--- config.mk ---
export PLATFORM = sky130hd
export DESIGN_NAME = bubbledrive8_supervisor
export DESIGN_NICKNAME = d
export VERILOG_FILES = /design/src/rtl/bubbledrive8_supervisor.sv
export SDC_FILE = /design/constraint.sdc
export NUM_CORES = 1
export LEC_CHECK = 0
export ABC_AREA = 1
export ABC_CLOCK_PERIOD_IN_PS = 2800
export BUFFER_PORTS_ARGS = -buffer_cell sky130_fd_sc_hd__buf_2
export CAP_MARGIN = 20
export CORE_ASPECT_RATIO = 1.1
export CORE_MARGIN = 8
export CORE_UTILIZATION = 40
export CTS_CLUSTER_DIAMETER = 150
export CTS_CLUSTER_SIZE = 12
export DETAILED_ROUTE_END_ITERATION = 8
export GPL_TIMING_DRIVEN = 0
export PLACE_DENSITY = 0.56
export SYNTH_ARGS = -nofsm -noshare
export SYNTH_HDL_FRONTEND = slang
export SYNTH_SLANG_ARGS = --single-unit
--- constraint.sdc ---
create_clock -name MCLK -period 2.8 [get_ports MCLK]
set_input_delay 0.56 -clock MCLK [delete_from_list [all_inputs] [get_ports MCLK]]
set_output_delay 0.56 -clock MCLK [all_outputs]
set_load 0.01 [all_outputs]
--- src/rtl/bubbledrive8_supervisor.sv ---
// BubbleDrive8 power-state supervisor.
// Debounces the board power pins, sequences RESET -> SETTLE -> EVAL -> operating
// state, and drives the active-low block enables and status LEDs. Every operating
// state keeps checking the debounced pins and falls back to RESET when they change.
module bubbledrive8_supervisor #(
    parameter int unsigned BLINK_CYCLES    = 48000000,
    parameter int unsigned SETTLE_TICKS    = 4,
    parameter int unsigned DEBOUNCE_CYCLES = 480000,
    parameter int unsigned SW_WIDTH        = 10
) (
    input  logic                MCLK,
    input  logic                RST,
    input  logic                PWRSTAT,
    input  logic                MRST,
    input  logic [SW_WIDTH-1:0] SWIN,
    input  logic                nDELAYING_IN,
    output logic [SW_WIDTH-1:0] SETTINGS,
    output logic                nEMUEN,
    output logic                nTEMPEN,
    output logic                nFIFOEN,
    output logic                nMPSSEEN,
    output logic                nLED_PWROK,
    output logic                nLED_STANDBY,
    output logic                nLED_DELAYING,
    output logic [2:0]          STATE
);

    localparam int BCW = (BLINK_CYCLES > 1) ? $clog2(BLINK_CYCLES) : 1;
    localparam int DCW = (DEBOUNCE_CYCLES > 1) ? $clog2(DEBOUNCE_CYCLES) : 1;

    typedef enum logic [2:0] {
        ST_RESET     = 3'd0,
        ST_SETTLE    = 3'd1,
        ST_EVAL      = 3'd2,
        ST_EMULATOR  = 3'd3,
        ST_STANDBY   = 3'd4,
        ST_ERR_BOARD = 3'd5,
        ST_ERR_USB   = 3'd6
    } state_e;

    state_e              state_q, state_d;
    logic [1:0]          sync1_q, sync2_q;   // {PWRSTAT, MRST}
    logic [1:0]          stable_q;
    logic [DCW-1:0]      dbc_q;
    logic [BCW-1:0]      bcnt_q;
    logic                blink_q;
    logic [7:0]          tcnt_q;
    logic                blink_en, tick;
    logic [SW_WIDTH-1:0] settings_q;
    logic                nemu_q, nmpsse_q, npwrok_q, nstby_q, ndly_q;
    logic                nemu_d, nmpsse_d, npwrok_d, nstby_d, ndly_d;

    // Two-flop synchroniser for the async power pins; pure delay, so no reset needed.
    always_ff @(posedge MCLK) begin
        sync1_q <= {PWRSTAT, MRST};
        sync2_q <= sync1_q;
    end

    // Debounce: accept a new pin pair only after DEBOUNCE_CYCLES differing samples in a row.
    always_ff @(posedge MCLK) begin
        if (RST) begin
            stable_q <= 2'b11;
            dbc_q    <= '0;
        end else if (sync2_q == stable_q) begin
            dbc_q <= '0;
        end else if (dbc_q == DCW'(DEBOUNCE_CYCLES - 1)) begin
            stable_q <= sync2_q;
            dbc_q    <= '0;
        end else begin
            dbc_q <= dbc_q + DCW'(1);
        end
    end

    assign blink_en = state_q inside {ST_SETTLE, ST_STANDBY, ST_ERR_BOARD, ST_ERR_USB};
    assign tick     = blink_en && (bcnt_q == BCW'(BLINK_CYCLES - 1));

    // Blinker: free-running half-period counter with a saturating tick count, idle when disabled.
    always_ff @(posedge MCLK) begin
        if (RST || !blink_en) begin
            bcnt_q  <= '0;
            blink_q <= 1'b1;
            tcnt_q  <= '0;
        end else if (tick) begin
            bcnt_q  <= '0;
            blink_q <= ~blink_q;
            if (tcnt_q != 8'(SETTLE_TICKS))
                tcnt_q <= tcnt_q + 8'd1;
        end else begin
            bcnt_q <= bcnt_q + BCW'(1);
        end
    end

    // Next-state logic; every operating state re-checks the debounced pins.
    always_comb begin
        state_d = state_q;
        case (state_q)
            ST_RESET:  state_d = ST_SETTLE;
            ST_SETTLE: if (tcnt_q == 8'(SETTLE_TICKS)) state_d = ST_EVAL;
            ST_EVAL: begin
                case (stable_q)
                    2'b00:   state_d = ST_EMULATOR;
                    2'b01:   state_d = ST_ERR_BOARD;
                    2'b10:   state_d = ST_ERR_USB;
                    default: state_d = ST_STANDBY;
                endcase
            end
            ST_EMULATOR:  if (stable_q != 2'b00) state_d = ST_RESET;
            ST_STANDBY:   if (stable_q != 2'b11) state_d = ST_RESET;
            ST_ERR_BOARD: if (!stable_q[0])      state_d = ST_RESET;
            ST_ERR_USB:   if (stable_q != 2'b10) state_d = ST_RESET;
            default:      state_d = ST_RESET;
        endcase
    end

    // Output decode from the current state; registered below, so outputs trail STATE by a cycle.
    always_comb begin
        nemu_d   = (state_q != ST_EMULATOR);
        nmpsse_d = (state_q != ST_STANDBY);
        npwrok_d = 1'b1;
        if (state_q == ST_EMULATOR || state_q == ST_STANDBY)
            npwrok_d = 1'b0;
        else if (state_q inside {ST_SETTLE, ST_ERR_BOARD, ST_ERR_USB})
            npwrok_d = blink_q;
        nstby_d  = !((state_q == ST_STANDBY && !blink_q) || !nDELAYING_IN);
        ndly_d   = !(state_q == ST_EMULATOR && !nDELAYING_IN);
    end

    // State, switch latch and output registers.
    always_ff @(posedge MCLK) begin
        if (RST) begin
            state_q    <= ST_RESET;
            settings_q <= '0;
            nemu_q     <= 1'b1;
            nmpsse_q   <= 1'b1;
            npwrok_q   <= 1'b1;
            nstby_q    <= 1'b1;
            ndly_q     <= 1'b1;
        end else begin
            state_q  <= state_d;
            if (state_q == ST_RESET)
                settings_q <= ~SWIN;
            nemu_q   <= nemu_d;
            nmpsse_q <= nmpsse_d;
            npwrok_q <= npwrok_d;
            nstby_q  <= nstby_d;
            ndly_q   <= ndly_d;
        end
    end

    assign SETTINGS      = settings_q;
    assign nEMUEN        = nemu_q;
    assign nTEMPEN       = nemu_q;
    assign nFIFOEN       = nemu_q;
    assign nMPSSEEN      = nmpsse_q;
    assign nLED_PWROK    = npwrok_q;
    assign nLED_STANDBY  = nstby_q;
    assign nLED_DELAYING = ndly_q;
    assign STATE         = state_q;

endmodule

==> flow_summary.json <==
{
  "cp.arrival_ps": 2160,
  "rr_startpoint": "bcnt_q[0]",
  "grt_pass1_vias": 3212,
  "worst_slack_ps": 880.3,
  "avgRoutedWirePerCell_um": 12.00,
  "syn-num-nets": 541,
  "hold_path.startpoint": "PWRSTAT",
  "overflow": 0,
  "die_h_um": 117.9,
  "p_per_area_nw_per_um2": 631.5,
  "crit_path_end_kind": "flop",
  "yosysSeqAreaShare_pct": 41.37,
  "synth.avg_cell_area_sq_um": 7.232,
  "drt_iter0_drc": 143,
  "finalCritPeriodShare_pct": 68.56,
  "ir_drop_v": 0.0003453,
  "initial_core_util_pct": 40.77,
  "synth_cells": 522,
  "critical-path-max-stage-delay_ps": 370,
  "finalCriticalPeriod_ps": 1920,
  "start_kind": "flop",
  "whs_ps": 319.6,
  "num_rows": 37,
  "grt_max_degree": 16,
  "finClkSkew_ps": 14.13,
  "viasPerCell": 4.821,
  "fin_nets": 586,
  "fp.coreArea_sq_um": 9259,
  "gp_congestion": 0.9352,
  "drc": 0,
  "yosysWarnings": 0,
  "cts.sink_count": 78,
  "die_x_um": 108.6,
  "layout-drive-gt1-share_pct": 15.91,
  "dp_hpwl_um": 6269,
  "cap_violations": 0,
  "cts_hold_buffers": 0,
  "clk_path_buf_depth": 2,
  "leakage_uw": 0.001664,
  "hp-class": "input port to flop",
  "startpoint": "bcnt_q[0]",
  "ys_types": 32,
  "place_ws_ps": 861.5,
  "final_antenna_net_count": 0,
  "crit_path_top_delay_cell": "dfxtp_1",
  "rsz0062_at_grt": "false",
  "antenna_found_initial": 0,
  "status": "complete, no violations",
  "cts.reportedPaths.clkPinSlew_ps": 90,
  "insertedDiodeCount": 0,
  "wl_um": 8271,
  "grt_pass1_wl_um": 14350,
  "synth_area_sq_um": 3775,
  "syn_to_final_growth_pct": 13.23,
  "final_area_sq_um": 4274,
  "setup_violations": 0,
  "grt_usage_pct": 13.57,
  "via_count": 3322,
  "fmax_mhz": 520.9,
  "ys_ff_latch": 78,
  "cp_cell_sequence": "ha_1 -> nand2_1 -> nor2_2 -> nand2_2 -> clkinv_2 -> nand2_2 -> nor2_8 -> nor2_8 -> inv_4 -> buf_8 -> a21oi_2",
  "cts_buffers": 9,
  "cts.repair.resized": 0,
  "die_area_sq_um": 12810,
  "maxSlewHeadroom_pct": 71.79,
  "cts_root_buf": "clkbuf_8",
  "clk_latency_ps": 350,
  "worst_pin_slew_ps": 423.1,
  "hold_viol_final": 0,
  "drv_slew": 0,
  "placed_area_sq_um": 4091,
  "required_ps": 3040,
  "postCtsSetupRepairBufs": 0,
  "num_io_pins": 35,
  "numPortBuffers": 34,
  "drt-pass1-iter-count": 4,
  "htreeDepth": 3,
  "path_class": "flop to flop",
  "cp_max_fo": 10,
  "p_total_uw": 2699,
  "tns_ps": 0,
  "cts_tree": "yes"
}
## registers in the layout, indices dropped and copies added (netlist names)
signal,cells
STATE,3
nLED_DELAYING,1
sync1_q,2
nEMUEN,1
sync2_q,2
dbc_q,19
nLED_STANDBY,1
nLED_PWROK,1
blink_q,1
stable_q,2
tcnt_q,8
nMPSSEEN,1
bcnt_q,26
SETTINGS,10
## stage by stage
step                std cells  utilization (%)
floorplan                 522                -
global placement          673            44.19
detailed placement        673            44.19
CTS                       689            46.16
global route              689            46.16
finish                    689            46.16
## final cells by class
class                   instances  area [sq um]
fillers                       977          4985
clock inverters                 7         58.81
well taps                     117         146.4
clock buffers                   9         123.9
flip-flops and latches         78          1562
inverters                      65         252.7
repair buffers                 34         170.2
plain buffers                  11         73.82
multi-input cells             368          1887
## power by group
| group | switching (uW) | internal [uW] |
|---|---|---|
| Combinational | 425 | 217 |
| Clock | 458 | 333 |
| Sequential | 59.5 | 1210 |
## final timing paths
| kind | end | slack, ps | cells after the start |
|---|---|---|---|
| worst max register to register | bcnt_q[22] | 880 | 11 |
| worst min-delay path | sync1_q[1] | 320 | 1 |
| worst min register to register | sync2_q[0] | 330 | 0 |
| worst max-delay path | bcnt_q[22] | 880 | 11 |
## worst max-delay path: cells and delay by family (launching register included)
family	cells	cell delay (ps)
AO/OA/AOI/OAI	1	40
adder cells (fa/ha/maj)	1	220
buffers and inverters	3	400
flip-flops	1	370
AND/OR/NAND/NOR	6	760
## cell families after synthesis
| group | share of synthesized area [%] |
|---|---|
| adders and majority gates | 1.326 |
| DFF | 41.37 |
| AOI/OAI and AO/OA | 8.287 |
| buffers and inverters | 8.651 |
| and+or+nand+nor | 34.80 |
| xor gates and xnor gates | 5.568 |
## cell usage after synthesis (all sizes together)
master  instances  area share (%)
a21oi          32             4.8
a31oi           1            0.17
buf             7             1.6
clkbuf          4            0.40
clkinv          1            0.13
dfxtp          78              41
ha              4             1.3
inv            64             6.6
nand2         112              12
nand3          31             4.2
nand3b          6             1.2
nand4          21             3.5
nor2           93              11
nor3           17             2.3
nor3b           2            0.40
o21ai          21             3.1
o31ai           1            0.20
or2             3            0.50
xnor2           7             1.6
xor2           17             3.9
## layer usage
| metal | vias up | track usage (%) | wire, um |
|---|---|---|---|
| met2 | 50 | 23.34 | 4116 |
| li1 | 1760 | - | - |
| met3 | 8 | 3.286 | 254 |
| met4 | 0 | 4.284 | 110 |
| met5 | - | 0 | 0 |
| met1 | 1504 | 15.96 | 3790 |
## cells in the final DEF (no fill, tap or decap), drive strengths merged
master and n:
o21ai 21, a21oi 32, nand2 112, xnor2 7, nand3b 6, clkinv 4
dfxtp 78, nor3b 2, nand4 21, nor3 17, inv 66, a31oi 1
o31ai 1, clkinvlp 2, or2 3, xor2 17, ha 4, buf 41
nand3 31, clkbuf 13, nor2 93
No activity file was read; power rests on OpenSTA's default activity.
